===== config.mk =====
export PLATFORM = sky130hd
export DESIGN_NAME = a2d_spi_resp
export DESIGN_NICKNAME = d
export VERILOG_FILES = /design/src/rtl/a2d_pkg.sv /design/src/rtl/spi_sync_edge.sv /design/src/rtl/a2d_spi_resp.sv
export SDC_FILE = /design/constraint.sdc
export NUM_CORES = 1
export LEC_CHECK = 0
export ABC_AREA = 1
export BUFFER_PORTS_ARGS = -buffer_cell sky130_fd_sc_hd__buf_2
export CORE_MARGIN = 2
export CORE_UTILIZATION = 44
export DETAILED_ROUTE_END_ITERATION = 12
export PLACE_DENSITY = 0.61
export SLEW_MARGIN = 25
export SYNTH_ARGS = -nofsm -noshare
export SYNTH_HDL_FRONTEND = slang
export SYNTH_SLANG_ARGS = --single-unit

===== constraint.sdc =====
create_clock -name clk -period 1.9 [get_ports clk]
set_clock_uncertainty 0.15 [all_clocks]
set_input_delay 0.38 -clock clk [delete_from_list [all_inputs] [get_ports clk]]
set_output_delay 0.38 -clock clk [all_outputs]
set_load 0.01 [all_outputs]

===== src/rtl/a2d_pkg.sv =====
// rtl/a2d_pkg.sv - shared constants and state type for the A2D SPI responder
package a2d_pkg;

  localparam int FRM_BITS = 16;
  localparam int CH_MSB   = 13;
  localparam int CH_LSB   = 11;
  localparam int PAD_W    = 4;
  localparam int SMPL_W   = FRM_BITS - PAD_W;

  typedef enum logic [0:0] {
    IDLE  = 1'b0,
    SHIFT = 1'b1
  } resp_state_t;

endpackage


===== src/rtl/spi_sync_edge.sv =====
// rtl/spi_sync_edge.sv - N-stage synchronizer with rise/fall pulses on the synced level
module spi_sync_edge #(
  parameter int   N       = 2,
  parameter logic RST_VAL = 1'b0
) (
  input  logic clk,
  input  logic rst_n,
  input  logic d,
  output logic rise,
  output logic fall
);

  // N must be at least 2; the last stage feeds the edge detector
  logic [N-1:0] sr;
  logic         prev;

  always_ff @(posedge clk or negedge rst_n) begin
    if (!rst_n) begin
      sr   <= {N{RST_VAL}};
      prev <= RST_VAL;
    end else begin
      sr   <= {sr[N-2:0], d};
      prev <= sr[N-1];
    end
  end

  assign rise = sr[N-1] & ~prev;
  assign fall = ~sr[N-1] & prev;

endmodule


===== src/rtl/a2d_spi_resp.sv =====
// rtl/a2d_spi_resp.sv - A2D converter end of the SPI link: decodes a channel
// command per frame and returns the previously requested sample on the next frame
module a2d_spi_resp #(
  parameter int FRM_BITS    = 16,
  parameter int SYNC_STAGES = 2
) (
  input  logic                clk,
  input  logic                rst_n,
  input  logic                SS_n,
  input  logic                SCLK,
  input  logic                MOSI,
  output logic                MISO,
  input  logic [11:0]         smpl_data,
  output logic                smpl_req,
  output logic [2:0]          smpl_ch,
  output logic [FRM_BITS-1:0] cmd,
  output logic                cmd_vld,
  output logic                frm_err
);

  import a2d_pkg::*;

  localparam int                CNT_W   = 5;
  localparam logic [CNT_W-1:0] CNT_MAX = '1;
  localparam logic [CNT_W-1:0] FRM_CNT = CNT_W'(FRM_BITS);

  logic ss_rise, ss_fall, sclk_rise, sclk_fall;
  logic [SYNC_STAGES-1:0] mosi_sr;
  logic                   mosi_sync;

  spi_sync_edge #(.N(SYNC_STAGES), .RST_VAL(1'b1)) u_ss_sync (
    .clk  (clk),
    .rst_n(rst_n),
    .d    (SS_n),
    .rise (ss_rise),
    .fall (ss_fall)
  );

  spi_sync_edge #(.N(SYNC_STAGES), .RST_VAL(1'b1)) u_sclk_sync (
    .clk  (clk),
    .rst_n(rst_n),
    .d    (SCLK),
    .rise (sclk_rise),
    .fall (sclk_fall)
  );

  // MOSI only needs to be stable at SCLK rise; same depth keeps it aligned with SCLK
  always_ff @(posedge clk or negedge rst_n) begin
    if (!rst_n) mosi_sr <= '0;
    else        mosi_sr <= {mosi_sr[SYNC_STAGES-2:0], MOSI};
  end
  assign mosi_sync = mosi_sr[SYNC_STAGES-1];

  resp_state_t           state, state_nxt;
  logic [FRM_BITS-1:0]   tx_shft, rx_shft;
  logic [CNT_W-1:0]      bit_cnt;
  logic                  first_fall;
  logic [11:0]           result;
  logic                  load_tx, frame_ok, frame_bad, do_rx, do_tx;

  always_ff @(posedge clk or negedge rst_n) begin
    if (!rst_n) state <= IDLE;
    else        state <= state_nxt;
  end

  always_comb begin
    state_nxt = state;
    load_tx   = 1'b0;
    frame_ok  = 1'b0;
    frame_bad = 1'b0;
    do_rx     = 1'b0;
    do_tx     = 1'b0;
    case (state)
      IDLE: begin
        if (ss_fall) begin
          state_nxt = SHIFT;
          load_tx   = 1'b1;
        end
      end
      SHIFT: begin
        if (ss_rise) begin
          state_nxt = IDLE;
          frame_ok  = (bit_cnt == FRM_CNT);
          frame_bad = (bit_cnt != FRM_CNT);
        end else begin
          do_rx = sclk_rise;
          do_tx = sclk_fall;
        end
      end
      default: state_nxt = IDLE;
    endcase
  end

  always_ff @(posedge clk or negedge rst_n) begin
    if (!rst_n) begin
      tx_shft    <= '0;
      rx_shft    <= '0;
      bit_cnt    <= '0;
      first_fall <= 1'b0;
      result     <= '0;
      cmd        <= '0;
      cmd_vld    <= 1'b0;
      frm_err    <= 1'b0;
      smpl_req   <= 1'b0;
      smpl_ch    <= '0;
    end else begin
      cmd_vld  <= frame_ok;
      frm_err  <= frame_bad;
      smpl_req <= cmd_vld;

      if (load_tx) begin
        tx_shft    <= FRM_BITS'(result);
        bit_cnt    <= '0;
        first_fall <= 1'b1;
      end

      if (do_rx) begin
        rx_shft <= {rx_shft[FRM_BITS-2:0], mosi_sync};
        if (bit_cnt != CNT_MAX) bit_cnt <= bit_cnt + CNT_W'(1);
      end

      // The master's first falling edge precedes any sampling, so MSB stays put
      if (do_tx) begin
        if (first_fall) first_fall <= 1'b0;
        else            tx_shft    <= {tx_shft[FRM_BITS-2:0], 1'b0};
      end

      if (frame_ok) begin
        cmd     <= rx_shft;
        smpl_ch <= rx_shft[CH_MSB:CH_LSB];
      end

      if (smpl_req) result <= smpl_data;
    end
  end

  assign MISO = (state == SHIFT) ? tx_shft[FRM_BITS-1] : 1'b0;

endmodule


# --- Word-level counts from Yosys, hierarchy flattened ---
# Cells that the tools add are included.
word_totals:
  regBits: 81
  input_bits: 17
  output_inout_bits: 23
  wordCells: 51
classes:
  add_sub_neg: 1
  n_eq_ne: 3
  muxes: 22
  n_bitwise: 9
ops:
  columns: ["operator", "n"]
  rows:
  - ["two-way mux 16 bit", 3]
  - ["two-way mux 1 bit", 15]
  - ["two-way mux 5 bit", 3]
  - ["!= test 5 bit, second input constant", 2]
  - ["adder 5 x 1 -> 5 bit, second input constant", 1]
  - ["== test 5 bit, second input constant", 1]
  - ["inverter 1 bit", 5]
  - ["bitwise AND 1 bit", 4]
  - ["one-hot mux 1 bit (2 select lines)", 1]

# --- Depth between registers and ports, before layout ---
# Gate-level depths: netlist (run 1).
logic_depth:
  word_depth: 7
  ltp_mapped: 8
  mapped_depth_nobuf: 8

# --- Cells and area by module ---
# Synthesis (run 1) repeated with hierarchy kept, for this count alone.
hier_totals:
  cells_unflattened: 349
  area_unflattened_um2: 3150.5
by_module_without_submodules:
  columns: ["mod", "instances", "cells_per_inst", "area_per_inst_um2", "seq_area_each_um2"]
  rows:
  - ["a2d_spi_resp", 1, 335, 2962.8, 1801.7]
  - ["spi_sync_edge", 2, 7, 93.8, 78.8]

# --- Worst setup path before layout (run 1) ---
# Ideal clock, no wire load.
synth_path:
  path_type: "register to register"
  startpoint: "register bit_cnt[0]"
  endpoint: "register bit_cnt[0]"
  setup_time_ps: 129
  arrival_time_ps: 1331
  required_ps: 1621
  path_slack_ps: 291
  stages_incl_launch_ff: 9
  n_path_buf: 0
  synth_period_minus_slack_ps: 1609
  cell_sequence: "dfrtp_1 ha_1 nand2_1 nor2_1 ha_1 inv_1 nand4_1 nand2_1 o21ai_0"
synth_via:
  elab_chain_len: 3
  elab_cells_between_ends: 5
  cone_classes: "1 x add/sub; 1 x eq/ne; 3 x mux"
synth_rtl:
  columns: ["element", "line", "source"]
  rows:
  - ["start: declaration", "a2d_spi_resp.sv:56", "logic [CNT_W-1:0] bit_cnt;"]
  - ["start signal: assignment", "a2d_spi_resp.sv:119", "if (bit_cnt != CNT_MAX) bit_cnt <= bit_cnt + CNT_W'(1);"]
  - ["adder 5 x 1 -> 5 bit, or another cell as far along", "a2d_spi_resp.sv:119", null]
  - ["two-way mux 5 bit", "a2d_spi_resp.sv:119", null]
  - ["two-way mux 5 bit *", "a2d_spi_resp.sv:117", "if (do_rx) begin"]
# Every way passes the cells marked *; elsewhere a longest branch is shown, timed or not.
# A chain may end at the register's enable or synchronous reset.

# --- Final worst setup path (run 1) ---
layout_path:
  startpoint: "register bit_cnt[0]"
  endpoint: "register bit_cnt[1]"
layout_via:
  elab_chain_len: 3
  elab_cells_between_ends: 4
  cone_classes: "1 x add/sub; 1 x eq/ne; 2 x mux"
layout_rtl:
  columns: ["element", "line"]
  rows:
  - ["adder 5 x 1 -> 5 bit or != test 5 bit (tied branches)", "a2d_spi_resp.sv:119"]
  - ["two-way mux 5 bit *", "a2d_spi_resp.sv:119"]
  - ["two-way mux 5 bit *", "a2d_spi_resp.sv:117"]
# Marks and branches as above.

==> flow_summary.yaml, run 1 <==
cts:
  clk_pin_slew_ns: 0.07
  clock-sinks: 78
  clk_latency_ns: 0.35
  numCtsBuffers: 9
  cts_buffer_depth: 2
  cts_root_buf: "clkbuf_8"
  post_cts_buffers: 0
  cts_tree: "built"
  h-tree-depth: 3
yosys:
  ys_seq_area_share_pct: 58.5
  synth_edf_count: 0
  avgSynthCellArea_um2: 9.07
  synth-async-reset-ratio_pct: 100
  syn-cell-area_um2: 3350
  synth-seq-cells: 78
  synthCells: 369
  synth_fp_nets: 389
  yosys.cell_types.count: 26
  ys.warnings.count: 0
  ys.flop_type: "dfrtp_1"
place:
  place_area_um2: 3650
  place_ws_ns: 0.124
  gp_congestion: 0.786
  io_buffers: 39
  place_inst: 498
  hpwl_um: 4020
timing:
  hold_viol_final: 0
  worst_pin_slew_ns: 0.406
  fin_crit_ns: 1.74
  setup_tns_ns: 0
  finalCritPeriodShare_pct: 91.4
  final_max_slew_viol_count: 0
  setup_viol: 0
  rsz0062_at_grt: "no"
  slew_headroom_pct: 72.9
  setup_ws_ns: 0.164
  fmax_mhz: 576
global_route:
  grt_max_degree: 36
  overflow: 0
  grt_usage_pct: 16.1
  grt_pass1_wl_um: 10700
  grt_pass1_vias: 2317
  antenna_found_initial: 0
layout:
  n_antenna_cell: 0
  final_area_um2: 3900
  layout_common_cells: "149 x nand2_1, 72 x dfrtp_1, 38 x buf_2"
  nets: 434
  syn_to_final_growth_pct: 16.5
  final_layout_size_suffix_gt1_share_pct: 21.5
  final_cells: 518
  final_common_cell: "nand2_1"
flow_run:
  cap_violations: 0
floorplanning:
  dieArea_um2: 8320
  dieWidth_um: 91.2
  die_h_um: 91.2
  start_util_pct: 45.9
  fp-row-count: 31
  io_pins: 40
  core_um2: 7290
power:
  vdd_drop_max_uv: 557
  powerDensity_nw_per_um2: 987
  power_mw: 3.85
  power.leakage_nw: 2.14
route:
  finalWirelength_um: 6040
  drt_pass1_iterations: 4
  ant_nets: 0
  drtIter0Drc: 157
  drc: 0
  post_drt_wl_per_cell_um: 11.7
  via_per_inst: 4.67
  num_vias: 2421
worst_setup_path:
  path_cells: "ha_1 > nand2_1 > nor2_1 > ha_1 > inv_2 > nand4_1 > nand2_1 > nand2_1"
  required_ns: 1.98
  cpMaxStageDelayCell: "dfrtp_1"
  critical_path.startpoint_type: "flip-flop"
  arrival_ns: 1.82
  cp_common_cell: "nand2_1"
  crit_family: "simple AND/OR/NAND/NOR gates"
  critPathCaptureType: "flip-flop"
  cp.buffers_inverters: 1
  worstPathMaxFanout: 6
  critPathMaxStageDelay_ns: 0.44
  critPathKind: "flip-flop to flip-flop"
status:
  status: "finished, final reports clean"
min_path:
  hp-class: "primary input to flip-flop"
## worst paths after layout
check                         startpoint              end  slack (ns)  cells after the start
max in group asynchronous          rst_n  u_ss_sync.sr[1]        0.69                      3
min in group asynchronous          rst_n        result[7]        0.35                      2
hold / removal             smpl_data[10]       result[10]        0.09                      3
hold reg to reg               mosi_sr[0]       mosi_sr[1]        0.20                      0
setup / recovery              bit_cnt[0]       bit_cnt[1]        0.16                      8
setup reg to reg              bit_cnt[0]       bit_cnt[1]        0.16                      8
## Yosys cell counts (2+ instances only)
cell | number | area [um^2]
nand3_4 | 2 | 35.0
o21ai_1 | 8 | 40.0
clkbuf_1 | 2 | 7.51
dfstp_2 | 6 | 158
ha_1 | 3 | 37.5
dfrtp_1 | 72 | 1800
nor2_4 | 2 | 22.5
nand4_1 | 17 | 106
clkinv_1 | 4 | 15.0
nand2_4 | 2 | 22.5
nand2_1 | 149 | 559
nor2_2 | 2 | 12.5
nand3_1 | 19 | 95.1
inv_1 | 28 | 105
buf_4 | 11 | 82.6
buf_6 | 2 | 22.5
o21ai_0 | 22 | 110
inv_2 | 5 | 18.8
buf_2 | 4 | 20.0
o21ai_2 | 3 | 26.3
## layer usage
| layer | global-route usage [%] | wire length [um] | part of all wire [%] | vias to the layer above |
|---|---|---|---|---|
| li1 | - | - | - | 1249 |
| met1 | 23.0 | 3040 | 50 | 1114 |
| met2 | 23.4 | 2610 | 43 | 48 |
| met3 | 3.07 | 252 | 4.2 | 10 |
| met4 | 8.33 | 144 | 2.4 | 0 |
| met5 | 0 | 0 | 0 | - |
## cells by family after synthesis
logic type | Yosys count | synth area share [%]
AO/OA/AOI/OAI | 33 | 5.27
XOR/XNOR | 1 | 0.262
adder cells (fa/ha/maj) | 3 | 1.12
buffers and inverters | 57 | 8.37
flip-flops | 78 | 58.5
AND/OR/NAND/NOR | 197 | 26.4
## where the power goes
| part | internal (mW) | switching, mW |
|---|---|---|
| logic | 0.197 | 0.348 |
| clock network | 0.713 | 0.575 |
| registers | 1.87 | 0.148 |
## sequential cells by signal, indices dropped and copies added (netlist names), 5 cells and up
signal / flops
rx_shft: 16
tx_shft: 16
cmd: 14
result: 12
bit_cnt: 5
## stage by stage
| step | utilization [%] | hold WS, ns |
|---|---|---|
| global placement | 50.0 | 0.184 |
| CTS | 53.5 | 0.0750 |
| global route | 53.5 | 0.0966 |
| detailed placement | 50.0 | 0.185 |
| floorplan | - | -0.0656 |
| finish | 53.5 | 0.0869 |
## worst min-delay path: stages
cell	delay, ns
buf_2	0.07
nand2_1	0.03
o21ai_0	0.05
## area by class of cell
type,instances,area (um^2)
clock buffer,13,169
clock inverter,3,42.5
fill,694,3390
inverter,38,148
multi-input combinational,234,1110
sequential,78,1960
tap,99,124
timing repair buffer,53,350
## timing repair
action,in CTS,in global routing
resized for setup,0,2
hold buffers,4,0
endpoints found under the setup margin,0,2
endpoints found under the hold margin,26,0
Note: power is estimated with default switching activity, not from simulation.
==> inputs of run 2 (changes only) <==
--- a/config.mk
+++ b/config.mk
@@ -14,4 +14,5 @@
 export SLEW_MARGIN = 25
 export SYNTH_ARGS = -nofsm -noshare
 export SYNTH_HDL_FRONTEND = slang
+export SYNTH_HIERARCHICAL = 1
 export SYNTH_SLANG_ARGS = --single-unit
==> flow_summary.yaml, run 2 <==
cts:
  cts_tree: "built"
  cts_buffer_depth: 2
  clk_pin_slew_ns: 0.08
  h-tree-depth: 3
  cts_root_buf: "clkbuf_8"
  clock-sinks: 78
  clk_latency_ns: 0.34
  post_cts_buffers: 0
  numCtsBuffers: 9
global_route:
  grt_max_degree: 36
  grt_pass1_wl_um: 9790
  grt_usage_pct: 16.5
  grt_pass1_vias: 2176
  overflow: 0
  antenna_found_initial: 0
yosys:
  synthCells: 349
  avgSynthCellArea_um2: 9.03
  synth-async-reset-ratio_pct: 100
  yosysMostFrequentCell: "nand2_1"
  synth-seq-cells: 78
  yosys.area.top_type_share_pct: 57.2
  synth_area_leaders: "dfrtp_1 57%, nand2_1 17%, o21ai_0 6.5%"
  yosys.cell_types.count: 21
  synthTopCellsByCount: "141 x nand2_1, 72 x dfrtp_1, 41 x o21ai_0"
  synth_fp_nets: 369
  syn-cell-area_um2: 3150
  synth_top_area_cell: "dfrtp_1"
  ys.flop_type: "dfrtp_1"
  ys.warnings.count: 6
  ys_seq_area_share_pct: 62.2
  synth_edf_count: 0
power:
  pwr-share-clk_pct: 29.8
  p_switching_mw: 1.12
  intPower_mw: 2.74
  power_mw: 3.86
  vdd_drop_max_uv: 486
  powerDensity_nw_per_um2: 1040
  p_sw_share_pct: 28.9
  p_seq_share_pct: 56.9
  power.leakage_nw: 2.01
  comb_power_share_pct: 13.3
route:
  drt_pass1_iterations: 4
  ant_nets: 0
  post_drt_wl_per_cell_um: 11.2
  drc: 0
  finalWirelength_um: 5540
  num_vias: 2236
  via_per_inst: 4.53
  drtIter0Drc: 112
floorplanning:
  start_util_pct: 45.9
  dieWidth_um: 88.6
  die_h_um: 88.6
  fp-row-count: 30
  io_pins: 40
  dieArea_um2: 7850
  core_um2: 6870
layout:
  reg.largest.list: "rx_shft x16, tx_shft x16, cmd x14"
  final_area_um2: 3690
  fin_util_pct: 53.7
  fillers: 665
  final_layout_size_suffix_gt1_share_pct: 18.3
  nets: 413
  syn_to_final_growth_pct: 17.1
  final_common_cell: "nand2_1"
  n_antenna_cell: 0
  layout_common_cells: "140 x nand2_1, 72 x dfrtp_1, 41 x o21ai_0"
timing:
  hold_viol_final: 0
  setup_ws_ns: 0.220
  final_max_slew_viol_count: 0
  rsz0062_at_grt: "no"
  worst_pin_slew_ns: 0.402
  fmax_mhz: 595
  slew_headroom_pct: 73.1
  setup_tns_ns: 0
  setup_viol: 0
  finalCritPeriodShare_pct: 88.4
  fin_crit_ns: 1.68
worst_setup_path:
  critPathKind: "flip-flop to flip-flop"
  required_ns: 2.03
  crit_end: "cmd[15]"
  r2r_start: "bit_cnt[0]"
  arrival_ns: 1.81
  critPathMaxStageDelay_ns: 0.43
  rr_worst_depth: 8
  cp_common_cell: "nand2_1"
  path_cells: "inv_1 > ha_1 > nand2_1 > inv_1 > nand2_1 > nor2_4 > nand2_1 > nand2_1"
  critPathCaptureType: "flip-flop"
  critical_path.startpoint_type: "flip-flop"
  cpMaxStageDelayCell: "dfrtp_1"
  reg2reg_slack_ns: 0.22
  worstPathMaxFanout: 17
  startpoint: "bit_cnt[0]"
  reg2reg_to: "cmd[15]"
place:
  io_buffers: 39
  place_area_um2: 3460
  gp_congestion: 0.702
  hpwl_um: 3600
  place_ws_ns: 0.104
status:
  status: "finished, final reports clean"
flow_run:
  cap_violations: 0
min_path:
  hp-class: "primary input to flip-flop"
[run 2: cell types whose count changed after synthesis, sizes merged, moves of 2 or more]
cell and change:
inv +2, clkbuf +3, nor2 +12, nand4 -15, nand2 -10, o21ai +8, buf -7, clkinv -5
nand3 -16, nor3 -2, a21oi +9
[run 2: worst min path at each step]
stage	startpoint	end	slack (ns)	depth (start not counted)
floorplan	rst_n	bit_cnt[0]	-0.07	0
global placement	rst_n	bit_cnt[4]	0.18	1
detailed placement	rst_n	bit_cnt[4]	0.19	1
CTS	smpl_data[10]	result[10]	0.07	3
global route	smpl_data[8]	result[8]	0.09	3
finish	smpl_data[10]	result[10]	0.08	3
[run 2: worst max-delay path, delay by kind of cell (launching register included)]
family                     cells  cell delay, ns
adders and majority gates      1            0.14
and+or+nand+nor                5            0.68
buffers and inverters          2            0.21
DFF                            1            0.43
[run 2: power by group through the flow]
stage	Sequential, mW	Combinational (mW)	Clock [mW]
4_1_cts	2.19	0.521	1.20
6_report	2.19	0.512	1.15
2_1_floorplan	2.16	0.379	0
5_1_grt	2.24	0.639	1.26
3_3_place_gp	2.21	0.490	0
3_5_place_dp	2.22	0.516	0
[run 2: area by class of cell]
type                    instances  area (um^2)  share of cell area (%)
inverters                      35          131                    3.56
multi-input cells             221          981                    26.6
flip-flops and latches         78         1960                    53.1
well taps                      96          120                    3.26
clock buffers                  12          155                    4.20
repair buffers                 48          313                    8.48
clock inverters                 4         30.0                   0.814
[run 2: kinds of logic (layout without fill, tap and decap cells)]
logic type | count (synthesis) | after routing | share of synthesized area, %
adder cells (fa/ha/maj) | 3 | 3 | 1.19
XOR/XNOR | 1 | 1 | 0.278
buffers and inverters | 50 | 99 | 6.91
flip-flops | 78 | 78 | 62.2
AND/OR/NAND/NOR | 167 | 167 | 21.5
AO/OA/AOI/OAI | 50 | 50 | 7.94
[run 2: what timing repair did]
action	4_1_cts	5_1_grt
hold buffers	4	0
endpoints found under the hold margin	24	0
endpoints found under the setup margin	0	12
gates resized for setup	0	2
[run 2: layer usage]
metal	share of wire, %	GRT usage, %	vias up
met1	48	21.9	1023
met5	0	0	-
met2	46	25.7	52
li1	-	-	1156
met4	1.1	4.96	0
met3	5.1	5.60	5
[run 2: per-stage QoR]
step	hold WS, ns	std cells
floorplan	-0.0656	349
global placement	0.183	474
detailed placement	0.189	474
CTS	0.0663	494
global route	0.0893	494
finish	0.0795	494
